<file path="src/rtl/lcd_pkg.sv">
// ----------------------------------------------------------------------------
// lcd_pkg
// Shared definitions for the LCD panel subsystem: the power sequencer state
// encoding and the default timing/PWM constants (also used by the timing
// generator).
// ----------------------------------------------------------------------------
package lcd_pkg;

    // Power sequencer state codes; the numeric values are visible on the
    // sequencer's state output and must stay fixed.
    typedef enum logic [2:0] {
        StOff      = 3'd0,
        StWaitLock = 3'd1,
        StLinkUp   = 3'd2,
        StOn       = 3'd3,
        StBlDown   = 3'd4,
        StLinkDown = 3'd5
    } seq_state_e;

    // Defaults at a 100 MHz clock.
    localparam int unsigned DEF_T_LINK_TO_BL = 20_000_000;  // 200 ms
    localparam int unsigned DEF_T_BL_TO_LINK = 20_000_000;  // 200 ms
    localparam int unsigned DEF_T_MIN_OFF    = 50_000_000;  // 500 ms
    localparam int unsigned DEF_PWM_PRESCALE = 390;         // ~1 kHz PWM

    // Timer load value for a state lasting `cycles` clocks. The state exits
    // on the cycle the count reaches 0, so N cycles loads N-1.
    function automatic logic [31:0] timer_load(input int unsigned cycles);
        return (cycles == 0) ? 32'd0 : 32'(cycles - 1);
    endfunction

endpackage

</file>
<file path="src/rtl/bl_pwm.sv">
// ----------------------------------------------------------------------------
// bl_pwm
// Backlight PWM generator. An 8-bit counter advances once every PWM_PRESCALE
// clocks; output is high while cnt < duty. Duty is captured on run entry and
// thereafter only when cnt wraps, so brightness changes never glitch a period.
//
// Ports:
//   clk        - clock, rising edge
//   rst_n      - asynchronous active-low reset
//   run        - enable; counter, prescaler and duty held at 0 while low
//   brightness - requested duty (0 = off, 255 = 255/256)
//   pwm_out    - registered PWM output
// ----------------------------------------------------------------------------
module bl_pwm
    import lcd_pkg::*;
#(
    parameter int unsigned PWM_PRESCALE = DEF_PWM_PRESCALE
) (
    input  logic       clk,
    input  logic       rst_n,
    input  logic       run,
    input  logic [7:0] brightness,
    output logic       pwm_out
);

    logic        r_active;
    logic [31:0] r_pre;
    logic [7:0]  r_cnt;
    logic [7:0]  r_duty;
    logic        r_pwm;

    logic [31:0] w_pre_d;
    logic [7:0]  w_cnt_d;
    logic [7:0]  w_duty_d;
    logic        w_pwm_d;

    always_comb begin
        w_pre_d  = 32'd0;
        w_cnt_d  = 8'd0;
        w_duty_d = 8'd0;
        if (run && !r_active) begin
            // First cycle of a run: start the period from zero with fresh duty.
            w_duty_d = brightness;
        end else if (run) begin
            w_pre_d  = r_pre + 32'd1;
            w_cnt_d  = r_cnt;
            w_duty_d = r_duty;
            if ((r_pre + 32'd1) >= 32'(PWM_PRESCALE)) begin
                w_pre_d = 32'd0;
                w_cnt_d = r_cnt + 8'd1;
                if (r_cnt == 8'hFF) begin
                    w_duty_d = brightness;
                end
            end
        end
        // Compare against next-state values so pwm_out tracks cnt with no lag.
        w_pwm_d = run && (w_cnt_d < w_duty_d);
    end

    always_ff @(posedge clk or negedge rst_n) begin
        if (!rst_n) begin
            r_active <= 1'b0;
            r_pre    <= 32'd0;
            r_cnt    <= 8'd0;
            r_duty   <= 8'd0;
            r_pwm    <= 1'b0;
        end else begin
            r_active <= run;
            r_pre    <= w_pre_d;
            r_cnt    <= w_cnt_d;
            r_duty   <= w_duty_d;
            r_pwm    <= w_pwm_d;
        end
    end

    assign pwm_out = r_pwm;

endmodule

</file>
<file path="src/rtl/panel_power_seq.sv">
// ----------------------------------------------------------------------------
// panel_power_seq
// LCD panel power sequencer: brings up the video link, waits for the panel to
// settle, enables the backlight, and reverses the order on power-down with a
// minimum off time. Lock loss of the serializer PLL forces an immediate
// shutdown and latches a fault until the request is withdrawn.
//
// Ports:
//   clk        - 100 MHz clock, rising edge
//   rst_n      - asynchronous active-low reset (deassertion pre-synchronized)
//   panel_on   - level request to power the panel
//   pll_locked - serializer MMCM lock
//   brightness - backlight duty (0 = off, 255 = 255/256)
//   video_en   - releases the timing generator and serializer
//   led_en     - backlight driver enable
//   led_pwm    - backlight PWM
//   ready      - high only in the ON state
//   fault      - sticky lock-loss flag
//   state      - current FSM state code
// ----------------------------------------------------------------------------
module panel_power_seq
    import lcd_pkg::*;
#(
    parameter int unsigned T_LINK_TO_BL = DEF_T_LINK_TO_BL,
    parameter int unsigned T_BL_TO_LINK = DEF_T_BL_TO_LINK,
    parameter int unsigned T_MIN_OFF    = DEF_T_MIN_OFF,
    parameter int unsigned PWM_PRESCALE = DEF_PWM_PRESCALE
) (
    input  logic       clk,
    input  logic       rst_n,
    input  logic       panel_on,
    input  logic       pll_locked,
    input  logic [7:0] brightness,
    output logic       video_en,
    output logic       led_en,
    output logic       led_pwm,
    output logic       ready,
    output logic       fault,
    output logic [2:0] state
);

    seq_state_e  r_state;
    logic [31:0] r_timer;
    logic        r_fault;
    logic        r_video_en;
    logic        r_led_en;
    logic        r_ready;

    seq_state_e  w_state_d;
    logic [31:0] w_timer_d;
    logic        w_fault_d;
    logic        w_lock_lost;
    logic        w_run;

    always_comb begin
        w_state_d   = r_state;
        w_fault_d   = r_fault;
        w_lock_lost = !pll_locked &&
                      (r_state inside {StLinkUp, StOn, StBlDown});

        // Lock loss outranks any request change in the same cycle.
        if (w_lock_lost) begin
            w_state_d = StLinkDown;
            w_fault_d = 1'b1;
        end else begin
            unique case (r_state)
                StOff: begin
                    if (!panel_on) begin
                        w_fault_d = 1'b0;
                    end else if (!r_fault) begin
                        w_state_d = StWaitLock;
                    end
                end
                StWaitLock: begin
                    if (!panel_on) begin
                        w_state_d = StOff;
                    end else if (pll_locked) begin
                        w_state_d = StLinkUp;
                    end
                end
                StLinkUp: begin
                    // Backlight was never on, so skip BL_DOWN.
                    if (!panel_on) begin
                        w_state_d = StLinkDown;
                    end else if (r_timer == 32'd0) begin
                        w_state_d = StOn;
                    end
                end
                StOn: begin
                    if (!panel_on) begin
                        w_state_d = StBlDown;
                    end
                end
                StBlDown: begin
                    if (r_timer == 32'd0) begin
                        w_state_d = StLinkDown;
                    end
                end
                StLinkDown: begin
                    if (r_timer == 32'd0) begin
                        w_state_d = StOff;
                    end
                end
                default: begin
                    w_state_d = StOff;
                end
            endcase
        end

        // Timer is loaded on entry to a timed state and counts down to 0.
        w_timer_d = 32'd0;
        if (w_state_d != r_state) begin
            unique case (w_state_d)
                StLinkUp:   w_timer_d = timer_load(T_LINK_TO_BL);
                StBlDown:   w_timer_d = timer_load(T_BL_TO_LINK);
                StLinkDown: w_timer_d = timer_load(T_MIN_OFF);
                default:    w_timer_d = 32'd0;
            endcase
        end else if (r_timer != 32'd0) begin
            w_timer_d = r_timer - 32'd1;
        end
    end

    // Outputs are registered from the next state so they change together with
    // the state register, one cycle after the causing input.
    assign w_run = (w_state_d == StOn);

    always_ff @(posedge clk or negedge rst_n) begin
        if (!rst_n) begin
            r_state    <= StOff;
            r_timer    <= 32'd0;
            r_fault    <= 1'b0;
            r_video_en <= 1'b0;
            r_led_en   <= 1'b0;
            r_ready    <= 1'b0;
        end else begin
            r_state    <= w_state_d;
            r_timer    <= w_timer_d;
            r_fault    <= w_fault_d;
            r_video_en <= (w_state_d inside {StLinkUp, StOn, StBlDown});
            r_led_en   <= w_run;
            r_ready    <= w_run;
        end
    end

    bl_pwm #(
        .PWM_PRESCALE (PWM_PRESCALE)
    ) u_bl_pwm (
        .clk        (clk),
        .rst_n      (rst_n),
        .run        (w_run),
        .brightness (brightness),
        .pwm_out    (led_pwm)
    );

    assign video_en = r_video_en;
    assign led_en   = r_led_en;
    assign ready    = r_ready;
    assign fault    = r_fault;
    assign state    = r_state;

endmodule

</file>
<file path="config.mk">
export PLATFORM = sky130hd
export DESIGN_NAME = panel_power_seq
export DESIGN_NICKNAME = d
export VERILOG_FILES = /design/src/rtl/lcd_pkg.sv /design/src/rtl/bl_pwm.sv /design/src/rtl/panel_power_seq.sv
export SDC_FILE = /design/constraint.sdc
export NUM_CORES = 1
export LEC_CHECK = 0
export BUFFER_PORTS_ARGS = -buffer_cell sky130_fd_sc_hd__buf_4
export CAP_MARGIN = 15
export CORE_MARGIN = 4
export CORE_UTILIZATION = 50
export CTS_CLUSTER_SIZE = 20
export DETAILED_ROUTE_END_ITERATION = 7
export PLACE_DENSITY = 0.78
export SLEW_MARGIN = 20
export SYNTH_ARGS = -nofsm -noshare
export SYNTH_HDL_FRONTEND = slang
export SYNTH_SLANG_ARGS = --single-unit
</file>
<file path="constraint.sdc">
create_clock -name clk -period 5.55 [get_ports clk]
set_input_delay 1.11 -clock clk [delete_from_list [all_inputs] [get_ports clk]]
set_output_delay 1.11 -clock clk [all_outputs]
set_load 0.01 [all_outputs]
</file>
==> impl_metrics.json <==
{
  "status": "finished clean",
  "hold_viol": 0,
  "fp.coreArea_mm2": 0.00889,
  "cts_tree": "yes",
  "worst-path-max-fanout": 11,
  "p_int_uw": 888,
  "dieArea_mm2": 0.0109,
  "synth_area_leaders": "dfrtp_1 (47%), xnor2_1 (6.0%), nor2_1 (5.3%)",
  "relSlewSlack": 0.400,
  "clock_path_buffers": 2,
  "wirelength_um": 9180,
  "worst_slew_pin_slew_ns": 0.892,
  "leakage_uw": 0.00217,
  "drive_gt1_frac": 0.101,
  "clock_tree.root_cell": "clkbuf_8",
  "drc": 0,
  "clockPowerShare": 0.391,
  "nFillCells": 741,
  "grt_max_degree": 88,
  "htree_num_levels": 3,
  "arrival_ns": 4.85,
  "worstReg2RegStart": "u_bl_pwm.r_pre[0]",
  "crit_path_start": "u_bl_pwm.r_pre[0]",
  "cap_viol_max_count": 0,
  "fin_util": 0.580,
  "rsz0062_at_grt": "no",
  "pwr-share-seq": 0.569,
  "period_needed_ns": 4.58,
  "clock_sinks": 87,
  "peakVddDrop_uv": 170,
  "place.gp.congestion": 0.885,
  "ctsHoldBuffers": 0,
  "slew_viol_final": 0,
  "hpwl_um": 6550,
  "avgSynthCellArea_um2": 9.68,
  "finalInstanceArea_mm2": 0.00515,
  "initial_core_util": 0.522,
  "place_area_mm2": 0.00495,
  "hold_path.class": "reg -> reg",
  "cts_setup_buffers": 0,
  "nets": 541,
  "cts_resized": 0,
  "overflow": 0,
  "port_buffers": 19,
  "async_flop_share": 1.00,
  "synthesis.instances": 479,
  "grt_pass1_vias": 3618,
  "setup_ws_ns": 0.969,
  "synth_top_area_cell": "dfrtp_1",
  "synth_cell_type_count": 64,
  "drt_pass1_iterations": 4,
  "areaGrowthSynthToFinish_pct": 11.2,
  "io_pins": 20,
  "gr-usage-all-layers": 0.177,
  "synth_edf_count": 0,
  "ys.warnings.count": 0,
  "diodes": 0,
  "netlist_area_mm2": 0.00464,
  "min_from": "u_bl_pwm.r_duty[1]",
  "setup_viol": 0,
  "grt_antenna_before_repair": 0,
  "fin_skew_ns": 0.0133,
  "grt_pass1_wl_um": 16100,
  "wl_per_cell_um": 14.6,
  "instances_no_fill": 631,
  "power.density_mw_per_mm2": 224,
  "critPathKind": "reg -> reg",
  "netSwitchingFraction": 0.232,
  "place_inst": 615,
  "synth_top_cell_area_share": 0.470,
  "clock_latency_ns": 0.35,
  "power_frac_comb": 0.041,
  "start_kind": "register",
  "fp.dieW_um": 104,
  "worstPathRequired_ns": 5.82,
  "ant_nets": 0,
  "yosys_register_bits": 87,
  "numCtsBuffers": 9,
  "vias": 3653,
  "drt_iter0_drc": 156,
  "end_kind": "register",
  "chipHeight_um": 104,
  "viasPerCell": 5.79,
  "period_share": 0.825,
  "post-place-ws_ns": 0.996,
  "synth-seq-area-share": 0.470,
  "rows": 34,
  "fmax_mhz": 218,
  "clkSlewWorstSetupHoldPaths_ns": 0.09,
  "finalSetupTns_ns": 0,
  "p_sw_uw": 269,
  "synthFlopType": "dfrtp_1"
}
-- layout make-up --
cell class | count | area, um^2 | area share
Tap cell | 108 | 135 | 0.0262
Multi-Input combinational cell | 386 | 2420 | 0.470
Sequential cell | 87 | 2180 | 0.422
Inverter | 12 | 45.0 | 0.00874
Clock inverter | 6 | 66.3 | 0.0129
Clock buffer | 10 | 138 | 0.0267
Timing Repair Buffer | 22 | 169 | 0.0328
-- worst max-delay path, stage by stage (launching register included) --
cell and delay (ns):
dfrtp_1 0.43, ha_1 0.29, and3_1 0.38, nand4_4 0.19
o31a_1 0.27, or4_1 0.51, o21a_1 0.21, nor3_2 0.17
buf_4 0.20, o31ai_2 0.09, buf_4 0.20, mux2i_1 0.13
nand2b_1 0.15, ha_1 0.30, o21a_1 0.18, o211ai_1 0.25
nor2_1 0.08, mux2_4 0.27, a211oi_2 0.19
-- final timing paths --
path	to	slack, ns	depth (start not counted)
worst min-delay path	u_bl_pwm.r_duty[1]	0.53	2
worst max register to register	u_bl_pwm.pwm_out	0.97	18
worst min register to register	u_bl_pwm.r_duty[1]	0.53	2
min in group asynchronous	r_timer[26]	0.81	1
max in group asynchronous	u_bl_pwm.r_pre[9]	4.22	1
worst max-delay path	u_bl_pwm.pwm_out	0.97	18
-- logic make-up (layout without fill, tap and decap cells) --
kind of cell,after synthesis,count (layout),share of synthesized area
and+or+nand+nor,213,213,0.244
buffers and inverters,28,50,0.0278
other,1,23,0.000809
DFF,87,87,0.470
AOI/OAI and AO/OA,81,81,0.114
xor gates and xnor gates,46,46,0.0869
muxes,12,12,0.0273
adders and majority gates,11,11,0.0297
-- layer usage --
metal / part of all wire / track usage / routed length [um] / vias to the layer above
met5: 0 / 0 / 0 / -
met2: 0.50 / 0.309 / 4590 / 87
li1: - / - / - / 1778
met3: 0.037 / 0.0366 / 342 / 15
met4: 0.017 / 0.0589 / 153 / 0
met1: 0.45 / 0.217 / 4100 / 1773
-- synthesized netlist by cell type (2+ instances only) --
master,number
and4_1,5
and3_1,5
buf_2,7
nand3_1,14
nor4b_1,4
nand4b_1,2
o211ai_1,3
or3_1,3
nand2b_1,12
o22ai_1,2
ha_1,11
o31ai_1,2
mux2i_1,10
o21ai_0,9
o21ai_1,26
nor2b_1,5
nor3_1,20
dfrtp_1,87
or4_1,7
o21a_1,3
xnor2_1,32
inv_1,12
a21o_1,2
nor4_1,14
nand2_1,28
xor2_1,14
buf_4,2
nand4_1,13
and2_1,6
a21oi_1,12
o31a_1,4
clkbuf_1,6
nor2_1,66
-- cells in the final DEF (no fill, tap or decap), types with 9 or more instances in the layout --
master | Yosys | layout
a21oi_1 | 12 | 12
buf_4 | 2 | 21
clkbuf_8 | 0 | 10
conb_1 | 1 | 23
dfrtp_1 | 87 | 87
ha_1 | 11 | 11
inv_1 | 12 | 12
mux2i_1 | 10 | 10
nand2_1 | 28 | 28
nand2b_1 | 12 | 12
nand3_1 | 14 | 14
nand4_1 | 13 | 13
nor2_1 | 66 | 66
nor3_1 | 20 | 20
nor4_1 | 14 | 14
o21ai_0 | 9 | 9
o21ai_1 | 26 | 26
xnor2_1 | 32 | 32
xor2_1 | 14 | 14
-- metrics by stage --
step / total power (uW) / hold slack, ns
after floorplan: 691 / 0.473
after global placement: 716 / 0.496
after detailed placement: 718 / 0.507
after CTS: 1170 / 0.534
after global routing: 1200 / 0.574
final: 1160 / 0.527
-- state kept, by name (all words and copies together) (netlist names) --
| register | count |
|---|---|
| r_timer | 32 |
| u_bl_pwm.r_pre | 32 |
| u_bl_pwm.r_cnt | 8 |
| u_bl_pwm.r_duty | 8 |
| state | 3 |
| fault | 1 |
| u_bl_pwm.pwm_out | 1 |
| u_bl_pwm.r_active | 1 |
| video_en | 1 |
-- power by group through the flow --
stage               Combinational, uW  Clock [uW]  Sequential (uW)
floorplan                        24.6           0              667
global placement                 46.4           0              669
detailed placement               47.8           0              670
CTS                              47.9         465              658
global route                     54.4         488              660
finish                           47.4         452              658
Note: power is estimated with default switching activity, not from simulation.
